### src/rtl/ex_mem_stage_if.sv
// rtl/ex_mem_stage_if.sv - EX-side inputs and MEM/redirect/exception outputs of the EX/MEM stage
interface ex_mem_stage_if;
    logic        ex_valid;
    logic [31:0] ALUResult;
    logic        Zero;
    logic        WriteEnable;
    logic        OverFlow;
    logic        JrSel;
    logic        ex_is_branch;
    logic [31:0] ex_pc;
    logic [31:0] ex_branch_target;
    logic        ex_reg_write;
    logic        ex_mem_read;
    logic        ex_mem_write;
    logic        ex_mem_to_reg;
    logic [4:0]  ex_write_reg;
    logic [31:0] ex_store_data;
    logic        mem_stall;
    logic        exc_ack;

    logic        ex_ready;
    logic        mem_valid;
    logic        mem_reg_write;
    logic        mem_mem_read;
    logic        mem_mem_write;
    logic        mem_mem_to_reg;
    logic [31:0] mem_alu_result;
    logic [31:0] mem_store_data;
    logic [4:0]  mem_write_reg;
    logic        redirect_valid;
    logic [31:0] redirect_pc;
    logic        flush_upstream;
    logic        exc_pending;
    logic [31:0] epc;
    logic [31:0] cause;

    modport slave (
        input  ex_valid, ALUResult, Zero, WriteEnable, OverFlow, JrSel, ex_is_branch,
               ex_pc, ex_branch_target, ex_reg_write, ex_mem_read, ex_mem_write,
               ex_mem_to_reg, ex_write_reg, ex_store_data, mem_stall, exc_ack,
        output ex_ready, mem_valid, mem_reg_write, mem_mem_read, mem_mem_write,
               mem_mem_to_reg, mem_alu_result, mem_store_data, mem_write_reg,
               redirect_valid, redirect_pc, flush_upstream, exc_pending, epc, cause
    );

    modport master (
        output ex_valid, ALUResult, Zero, WriteEnable, OverFlow, JrSel, ex_is_branch,
               ex_pc, ex_branch_target, ex_reg_write, ex_mem_read, ex_mem_write,
               ex_mem_to_reg, ex_write_reg, ex_store_data, mem_stall, exc_ack,
        input  ex_ready, mem_valid, mem_reg_write, mem_mem_read, mem_mem_write,
               mem_mem_to_reg, mem_alu_result, mem_store_data, mem_write_reg,
               redirect_valid, redirect_pc, flush_upstream, exc_pending, epc, cause
    );
endinterface

### src/rtl/ex_mem_stage.sv
// rtl/ex_mem_stage.sv - EX/MEM pipeline register with branch/jr redirect and overflow trap
// Optional precise overflow trap with EPC/Cause capture: define EX_MEM_OVF_TRAP_EN.
module ex_mem_stage #(
    parameter logic [31:0] EXC_VECTOR = 32'h8000_0180
) (
    input logic          Clk,
    input logic          Rst_n,
    ex_mem_stage_if.slave bus
);
    typedef enum logic {RUN, SQUASH} state_t;

    state_t      state_q;
    state_t      state_d;
    logic        capture;
    logic        v;
    logic        trap;
    logic        redir;
    logic [31:0] redir_target;

    assign capture     = !bus.mem_stall;
    assign bus.ex_ready = capture;
    // In SQUASH the instruction in EX is on the wrong path and becomes a bubble.
    assign v = bus.ex_valid && (state_q == RUN);

`ifdef EX_MEM_OVF_TRAP_EN
    assign trap = v && bus.OverFlow;
`else
    assign trap = 1'b0;
`endif

    always_comb begin
        redir        = 1'b0;
        redir_target = 32'h0;
        if (trap) begin
            redir        = 1'b1;
            redir_target = EXC_VECTOR;
        end else if (v && bus.JrSel) begin
            redir        = 1'b1;
            redir_target = bus.ALUResult;
        end else if (v && bus.ex_is_branch && bus.Zero) begin
            redir        = 1'b1;
            redir_target = bus.ex_branch_target;
        end
    end

    always_comb begin
        state_d = state_q;
        if (capture) begin
            case (state_q)
                RUN:     state_d = redir ? SQUASH : RUN;
                SQUASH:  state_d = RUN;
                default: state_d = RUN;
            endcase
        end
    end

    always_ff @(posedge Clk or negedge Rst_n) begin
        if (!Rst_n) state_q <= RUN;
        else        state_q <= state_d;
    end

    always_ff @(posedge Clk or negedge Rst_n) begin
        if (!Rst_n) begin
            bus.mem_valid      <= 1'b0;
            bus.mem_reg_write  <= 1'b0;
            bus.mem_mem_read   <= 1'b0;
            bus.mem_mem_write  <= 1'b0;
            bus.mem_mem_to_reg <= 1'b0;
            bus.mem_alu_result <= 32'h0;
            bus.mem_store_data <= 32'h0;
            bus.mem_write_reg  <= 5'd0;
        end else if (capture) begin
            bus.mem_valid      <= v;
            bus.mem_reg_write  <= v && bus.ex_reg_write && bus.WriteEnable && !bus.OverFlow;
            bus.mem_mem_read   <= v && bus.ex_mem_read && !trap;
            bus.mem_mem_write  <= v && bus.ex_mem_write && !trap;
            bus.mem_mem_to_reg <= v && bus.ex_mem_to_reg && !trap;
            bus.mem_alu_result <= bus.ALUResult;
            bus.mem_store_data <= bus.ex_store_data;
            bus.mem_write_reg  <= bus.ex_write_reg;
        end
    end

    // The pulse self-clears the following edge even if MEM stalls.
    always_ff @(posedge Clk or negedge Rst_n) begin
        if (!Rst_n) begin
            bus.redirect_valid <= 1'b0;
            bus.flush_upstream <= 1'b0;
            bus.redirect_pc    <= 32'h0;
        end else begin
            bus.redirect_valid <= capture && redir;
            bus.flush_upstream <= capture && redir;
            if (capture && redir) bus.redirect_pc <= redir_target;
        end
    end

`ifdef EX_MEM_OVF_TRAP_EN
    // A trap arriving with the ack wins over the clear and recaptures EPC.
    always_ff @(posedge Clk or negedge Rst_n) begin
        if (!Rst_n) begin
            bus.exc_pending <= 1'b0;
            bus.epc         <= 32'h0;
            bus.cause       <= 32'h0;
        end else if (capture && trap && (!bus.exc_pending || bus.exc_ack)) begin
            bus.exc_pending <= 1'b1;
            bus.epc         <= bus.ex_pc;
            bus.cause       <= 32'h0000_0030;
        end else if (bus.exc_ack) begin
            bus.exc_pending <= 1'b0;
        end
    end
`else
    assign bus.exc_pending = 1'b0;
    assign bus.epc         = 32'h0;
    assign bus.cause       = 32'h0;
`endif
endmodule

### src/flat_wrapper.sv
// flat-port wrapper written by rule: the top's interface ports become plain ports
module ex_mem_stage_flat 
#(
    parameter logic [31:0] EXC_VECTOR = 32'h8000_0180
)
  (Clk, Rst_n, bus_ex_valid, bus_ALUResult, bus_Zero, bus_WriteEnable, bus_OverFlow, bus_JrSel, bus_ex_is_branch, bus_ex_pc, bus_ex_branch_target, bus_ex_reg_write, bus_ex_mem_read, bus_ex_mem_write, bus_ex_mem_to_reg, bus_ex_write_reg, bus_ex_store_data, bus_mem_stall, bus_exc_ack, bus_ex_ready, bus_mem_valid, bus_mem_reg_write, bus_mem_mem_read, bus_mem_mem_write, bus_mem_mem_to_reg, bus_mem_alu_result, bus_mem_store_data, bus_mem_write_reg, bus_redirect_valid, bus_redirect_pc, bus_flush_upstream, bus_exc_pending, bus_epc, bus_cause);
  ex_mem_stage_if bus_i ();
  input logic Clk;
  input logic Rst_n;
  input wire logic [$bits(bus_i.ex_valid)-1:0] bus_ex_valid;
  input wire logic [$bits(bus_i.ALUResult)-1:0] bus_ALUResult;
  input wire logic [$bits(bus_i.Zero)-1:0] bus_Zero;
  input wire logic [$bits(bus_i.WriteEnable)-1:0] bus_WriteEnable;
  input wire logic [$bits(bus_i.OverFlow)-1:0] bus_OverFlow;
  input wire logic [$bits(bus_i.JrSel)-1:0] bus_JrSel;
  input wire logic [$bits(bus_i.ex_is_branch)-1:0] bus_ex_is_branch;
  input wire logic [$bits(bus_i.ex_pc)-1:0] bus_ex_pc;
  input wire logic [$bits(bus_i.ex_branch_target)-1:0] bus_ex_branch_target;
  input wire logic [$bits(bus_i.ex_reg_write)-1:0] bus_ex_reg_write;
  input wire logic [$bits(bus_i.ex_mem_read)-1:0] bus_ex_mem_read;
  input wire logic [$bits(bus_i.ex_mem_write)-1:0] bus_ex_mem_write;
  input wire logic [$bits(bus_i.ex_mem_to_reg)-1:0] bus_ex_mem_to_reg;
  input wire logic [$bits(bus_i.ex_write_reg)-1:0] bus_ex_write_reg;
  input wire logic [$bits(bus_i.ex_store_data)-1:0] bus_ex_store_data;
  input wire logic [$bits(bus_i.mem_stall)-1:0] bus_mem_stall;
  input wire logic [$bits(bus_i.exc_ack)-1:0] bus_exc_ack;
  output wire logic [$bits(bus_i.ex_ready)-1:0] bus_ex_ready;
  output wire logic [$bits(bus_i.mem_valid)-1:0] bus_mem_valid;
  output wire logic [$bits(bus_i.mem_reg_write)-1:0] bus_mem_reg_write;
  output wire logic [$bits(bus_i.mem_mem_read)-1:0] bus_mem_mem_read;
  output wire logic [$bits(bus_i.mem_mem_write)-1:0] bus_mem_mem_write;
  output wire logic [$bits(bus_i.mem_mem_to_reg)-1:0] bus_mem_mem_to_reg;
  output wire logic [$bits(bus_i.mem_alu_result)-1:0] bus_mem_alu_result;
  output wire logic [$bits(bus_i.mem_store_data)-1:0] bus_mem_store_data;
  output wire logic [$bits(bus_i.mem_write_reg)-1:0] bus_mem_write_reg;
  output wire logic [$bits(bus_i.redirect_valid)-1:0] bus_redirect_valid;
  output wire logic [$bits(bus_i.redirect_pc)-1:0] bus_redirect_pc;
  output wire logic [$bits(bus_i.flush_upstream)-1:0] bus_flush_upstream;
  output wire logic [$bits(bus_i.exc_pending)-1:0] bus_exc_pending;
  output wire logic [$bits(bus_i.epc)-1:0] bus_epc;
  output wire logic [$bits(bus_i.cause)-1:0] bus_cause;
  assign bus_i.ex_valid = bus_ex_valid;
  assign bus_i.ALUResult = bus_ALUResult;
  assign bus_i.Zero = bus_Zero;
  assign bus_i.WriteEnable = bus_WriteEnable;
  assign bus_i.OverFlow = bus_OverFlow;
  assign bus_i.JrSel = bus_JrSel;
  assign bus_i.ex_is_branch = bus_ex_is_branch;
  assign bus_i.ex_pc = bus_ex_pc;
  assign bus_i.ex_branch_target = bus_ex_branch_target;
  assign bus_i.ex_reg_write = bus_ex_reg_write;
  assign bus_i.ex_mem_read = bus_ex_mem_read;
  assign bus_i.ex_mem_write = bus_ex_mem_write;
  assign bus_i.ex_mem_to_reg = bus_ex_mem_to_reg;
  assign bus_i.ex_write_reg = bus_ex_write_reg;
  assign bus_i.ex_store_data = bus_ex_store_data;
  assign bus_i.mem_stall = bus_mem_stall;
  assign bus_i.exc_ack = bus_exc_ack;
  assign bus_ex_ready = bus_i.ex_ready;
  assign bus_mem_valid = bus_i.mem_valid;
  assign bus_mem_reg_write = bus_i.mem_reg_write;
  assign bus_mem_mem_read = bus_i.mem_mem_read;
  assign bus_mem_mem_write = bus_i.mem_mem_write;
  assign bus_mem_mem_to_reg = bus_i.mem_mem_to_reg;
  assign bus_mem_alu_result = bus_i.mem_alu_result;
  assign bus_mem_store_data = bus_i.mem_store_data;
  assign bus_mem_write_reg = bus_i.mem_write_reg;
  assign bus_redirect_valid = bus_i.redirect_valid;
  assign bus_redirect_pc = bus_i.redirect_pc;
  assign bus_flush_upstream = bus_i.flush_upstream;
  assign bus_exc_pending = bus_i.exc_pending;
  assign bus_epc = bus_i.epc;
  assign bus_cause = bus_i.cause;
  ex_mem_stage #(.EXC_VECTOR(EXC_VECTOR)) u_core (.Clk(Clk), .Rst_n(Rst_n), .bus(bus_i));
endmodule
### config.mk
export PLATFORM = sky130hd
export DESIGN_NAME = ex_mem_stage_flat
export DESIGN_NICKNAME = d
export VERILOG_FILES = /design/src/rtl/ex_mem_stage_if.sv /design/src/rtl/ex_mem_stage.sv /design/src/flat_wrapper.sv
export SDC_FILE = /design/constraint.sdc
export NUM_CORES = 1
export LEC_CHECK = 0
export ABC_AREA = 1
export ABC_CLOCK_PERIOD_IN_PS = 1700
export BUFFER_PORTS_ARGS = -buffer_cell sky130_fd_sc_hd__buf_2
export CORE_AREA = 2 2 125 127
export CTS_BUF_LIST = sky130_fd_sc_hd__clkbuf_8
export DETAILED_ROUTE_END_ITERATION = 12
export DIE_AREA = 0 0 127 129
export PLACE_DENSITY = 0.67
export SKIP_CTS_REPAIR_TIMING = 1
export SLEW_MARGIN = 20
export SYNTH_ARGS = -nofsm -noshare
export SYNTH_HDL_FRONTEND = slang
export SYNTH_SLANG_ARGS = --single-unit
export TNS_END_PERCENT = 10
### constraint.sdc
create_clock -name Clk -period 1.7 [get_ports Clk]
set_clock_uncertainty 0.15 [all_clocks]
set_input_delay 0.17 -clock Clk [delete_from_list [all_inputs] [get_ports Clk]]
set_output_delay 0.17 -clock Clk [all_outputs]
set_load 0.005 [all_outputs]
# Yosys cells after proc, flatten, opt, wreduce, memory -nomap -nowiden
# Cells that the tools add are included.
[totals]
inputBits = 147
elab_cells = 31
out_inout_bits = 174
register_bits = 108
[op_classes]
reduce_logical = 13
n_bitwise = 1
muxes = 6
[op_table]
columns = ["operator", "count"]
rows = [
  ["2-to-1 mux 32 bit", 2],
  ["logical AND 1 bit", 11],
  ["2-to-1 mux 1 bit", 3],
  ["zero test 1 bit", 2],
  ["case mux 1 bit (2 select lines)", 1],
  ["inverter 1 bit", 1],
]

# Logic depth before layout (Yosys ltp)
[logic_depth]
word_depth = 8
depth_mapped = 8
ltp_nobuf = 7

# Least setup slack after synthesis
# Ideal clock, no wire load.
[synth_timing]
kind = "reg-to-reg"
from = "reg u_core.state_q"
to = "reg u_core.bus.redirect_pc[0] (netlist name)"
t_required_ns = 1.434
setup_slack_ns = 0.434
t_arrival_ns = 0.999
path_stages_with_launch = 8
period_less_slack_ns = 1.266
path_cell_list = "dfrtp_1 inv_1 nand2_2 a21oi_2 nand2_2 buf_2 nand2_1 nand2_1"
[synth_via]
elab_chain_cells = 7
word_cells_on_any_way = 10
cone_classes = "mux: 4; bitwise: 1; reduce/logical: 5"
[synth_rtl]
columns = ["element", "line_no", "source"]
rows = [
  ["start: declaration", "ex_mem_stage.sv:12", "state_t state_q;"],
  ["start signal: assignment", "ex_mem_stage.sv:59", "else state_q <= state_d;"],
  ["inverter 1 bit (*)", "ex_mem_stage.sv:23", "assign v = bus.ex_valid && (state_q == RUN);"],
  ["logical AND 1 bit (*)", "ex_mem_stage.sv:23", ""],
  ["logical AND 1 bit (2 in series)", "ex_mem_stage.sv:40", "end else if (v && bus.ex_is_branch && bus.Zero) begin"],
  ["2-to-1 mux 1 bit", "ex_mem_stage.sv:40", ""],
  ["2-to-1 mux 1 bit", "ex_mem_stage.sv:37", "end else if (v && bus.JrSel) begin"],
  ["logical AND 1 bit", "ex_mem_stage.sv:93", "if (capture && redir) bus.redirect_pc <= redir_target;"],
  ["end signal: assignment", "ex_mem_stage.sv:93", ""],
  ["end: declaration", "ex_mem_stage_if.sv:43", "redirect_valid, redirect_pc, flush_upstream, exc_pending, epc, cause"],
]
# Mark *: on every way between the ends. The rest lies on a longest branch, timed or not.
# A chain may end at the register's enable or synchronous reset.

# Final worst setup path
[layout_timing]
from = "reg u_core.state_q"
to = "reg u_core.bus.redirect_pc[15] (netlist name)"
# The elaborated chain is that of the path after synthesis.

==> summary.txt <==
Setup path
  • Critical-path top delay cell: dfrtp_1
  • CP max stage delay: 0.37 ns
  • Crit. End Element: register
  • Worst path bufs/invs: 2
  • Crit-path leading delay family: simple AND/OR/NAND/NOR gates
  • Crit Path Class: reg2reg
  • Path depth of the worst reg2reg path: 7
  • CP Launch Type: register
  • Stages on worst setup path: 7
  • Setup slack, reg-to-reg: around 0.14 ns
  • Critical Path AT: 1.67 ns
  • Crit-path cells: inv_1 -> nand2_2 -> a21oi_2 -> nand2_2 -> buf_6 -> nand2_1 -> nand2_1
  • Critical Path RT: approximately 1.8 ns
  • Max Fanout on Critical Path: 24

Yosys
  • Top cell type's share of synthesized area: 51.7%
  • Cell with the most instances after synthesis: nand2_1
  • Post-synthesis async set-or-reset flop share: 100%
  • Post-Synthesis Cells: 690
  • Synth unique cells: 18
  • Yosys warning total: 0
  • Seq/Total Area, Yosys: between 50% and 60%
  • Dominant synthesized flop cell: dfrtp_1
  • Mapped Area: ~0.0052 mm2
  • Post-synth top area cell: dfrtp_1
  • Commonest cells in the synthesized netlist: nand2_1 (402), dfrtp_1 (108), buf_4 (67), inv_1 (33), nor2_1 (33)
  • Mapped Avg Cell Area: between 7 and 8 um2
  • Number of flops mapped to enable cells by yosys: 0
  • Register bit total from synthesis: between 100 and 150
  • Top cells by area, synth: dfrtp_1 (52%), nand2_1 (29%), buf_4 (9.6%), inv_1 (2.4%), nor2_1 (2.4%)

Power and ir drop
  • Internal power: 4.12 mW
  • VDD IR max: between 0.3 and 0.4 mV
  • Register share of total power: roughly 51%
  • Cell area power density: slightly below 800 mW/mm2
  • Clock Power Share: ~28%
  • Combinational share of power: between 20% and 30%
  • Post-layout total power: around 5.7 mW
  • Net Sw Frac: 28.2%
  • Sw power: ~1.6 mW
  • P_leak: approximately 4.4 nW

Drt
  • Vias per cell: approximately 4.2
  • Final ANT Viol Nets: 0
  • Initial DRT Pass Iterations: 4
  • Routed wire length: about 15 mm
  • Remaining DRCs: 0
  • First DRT Iteration DRCs: about 250
  • Routed via count: between 4k and 5k
  • Drt wl/cell: ~13 um

STA
  • Setup violations, final: 0
  • RSZ-0062 raised after global routing: no
  • Hold Vio Cnt, Final: 0
  • Final period utilization: slightly above 90%
  • Achievable Freq: 0.642 GHz
  • Max-slew violations: 0
  • Setup TNS: 0 ns
  • Fin crit period: 1.56 ns

Placement
  • Gpl congestion: 0.782
  • DP Wirelength: a little over 10 mm
  • # port buffers: between 200 and 250

Clock network
  • CTS Buf Count: 9
  • H-tree depth: 3
  • Clk sinks: around 110
  • CTS tree: yes
  • Root buf cell: clkbuf_8
  • Clk_lat worst skew: roughly 0.37 ns
  • Clk slew on worst S/H paths: roughly 0.10 ns
  • Clock buffer depth: 2

Job
  • Max cap viols: 0

Die
  • Initial Util: around a third
  • Rows: 45
  • Boundary pin count: 321
  • Width of the die: 127 um
  • Die height: 129 um
  • Core area: between 0.01 and 0.015 mm2
  • Die Footprint: between 0.015 and 0.02 mm2

Cells and area
  • Final cell utilization of the core: 48.6%
  • Share of cells above drive strength 1: about a quarter
  • Largest registers: u_core.bus.mem_alu_result x32, u_core.bus.mem_store_data x32, u_core.bus.redirect_pc x32
  • Layout net count: between 1k and 1.5k
  • Area growth from synthesis to final layout: 39.2%
  • Antenna fix cells: 0
  • Fillers: ~1.4k

Run status
  • Status: completed

GRT
  • Vias in the first global route: 4243
  • GRT overflow: 0
  • All-Layer GR Usage: between 10% and 20%
  • First-pass GRT wire length: approximately 22 mm
  • Initial antenna violation count: 0
  • Largest net degree at the start of global routing: 47

Worst hold path
  • WHS Path Cells: 3
  • HP Class: in2reg
==> kinds of logic (layout without fill, tap and decap cells) <==
logic type      Yosys count  after routing  synth area share, %
flops                   108            108                 51.7
other cells               1             65               0.0718
compound gates            7              7                0.958
simple gates            440            440                 31.9
buf+inv                 134            361                 15.3
==> layout by cell type (no fill, tap or decap), types with 2 or more instances in the layout <==
| cell type | count |
|---|---|
| clkbuf_8 | 11 |
| nand2_1 | 402 |
| inv_1 | 34 |
| nor2_1 | 33 |
| conb_1 | 65 |
| dlygate4sd3_1 | 76 |
| nand2_2 | 2 |
| buf_4 | 7 |
| dfrtp_1 | 108 |
| inv_2 | 2 |
| buf_2 | 221 |
| o21ai_0 | 3 |
| a22o_1 | 3 |
| buf_12 | 5 |
==> routing by layer <==
metal  up-vias  wire length (um)  track usage, %
met5         -                 0               0
met4         0               274            6.79
met3        17              1150            4.07
met2       197              7330            27.6
met1      2185              6510            21.7
li1       2469                 -               -
==> worst reg2reg max path, delay by kind of cell, from the launching register on <==
| family | cells | cell delay (ns) |
|---|---|---|
| and+or+nand+nor | 4 | 0.46 |
| DFF | 1 | 0.37 |
| buffers and inverters | 2 | 0.34 |
| AOI/OAI and AO/OA | 1 | 0.13 |
==> metrics by stage <==
| step | cell area [um2] | instances | hold WS, ns | worst slack, ns |
|---|---|---|---|---|
| after floorplan | 5470 | 754 | -0.276 | 0.434 |
| after global placement | 6300 | 1078 | -0.0898 | 0.110 |
| after detailed placement | 6300 | 1078 | -0.0807 | 0.0721 |
| after CTS | 6500 | 1093 | -0.514 | 0.0507 |
| after global routing | 7270 | 1169 | 0.0146 | 0.00999 |
| final | 7270 | 1169 | 0.0170 | 0.143 |
==> final cells by class <==
class	instances	area (um2)	share of cell area, %
clock inverters	4	50.0	0.688
well taps	188	235	3.23
inverters	36	143	1.96
flip-flops and latches	108	2700	37.2
repair buffers	310	2030	27.9
clock buffers	11	151	2.08
multi-input cells	512	1960	27.0
==> power by group through the flow <==
stage,Sequential (mW),Clock [mW],Combinational (mW)
after floorplan,3.01,0,0.532
after global placement,2.98,0,1.03
after global routing,2.98,1.80,1.33
after CTS,2.94,1.69,1.04
final,2.94,1.62,1.17
after detailed placement,2.99,0,1.04
==> final timing paths <==
check                                                         start                                        end
setup / recovery                         u_core.state_q$_DFFE_PN0N_     u_core.bus.redirect_pc[15]$_DFFE_PN0P_
hold / removal                                         bus_ex_valid           u_core.bus.mem_valid$_DFFE_PN0N_
setup reg to reg                         u_core.state_q$_DFFE_PN0N_     u_core.bus.redirect_pc[15]$_DFFE_PN0P_
hold reg to reg            u_core.bus.mem_store_data[6]$_DFFE_PN0N_   u_core.bus.mem_store_data[6]$_DFFE_PN0N_
max in group asynchronous                                     Rst_n  u_core.bus.mem_store_data[31]$_DFFE_PN0N_
min in group asynchronous                                     Rst_n  u_core.bus.mem_store_data[26]$_DFFE_PN0N_
Note: power is estimated with default switching activity, not from simulation.
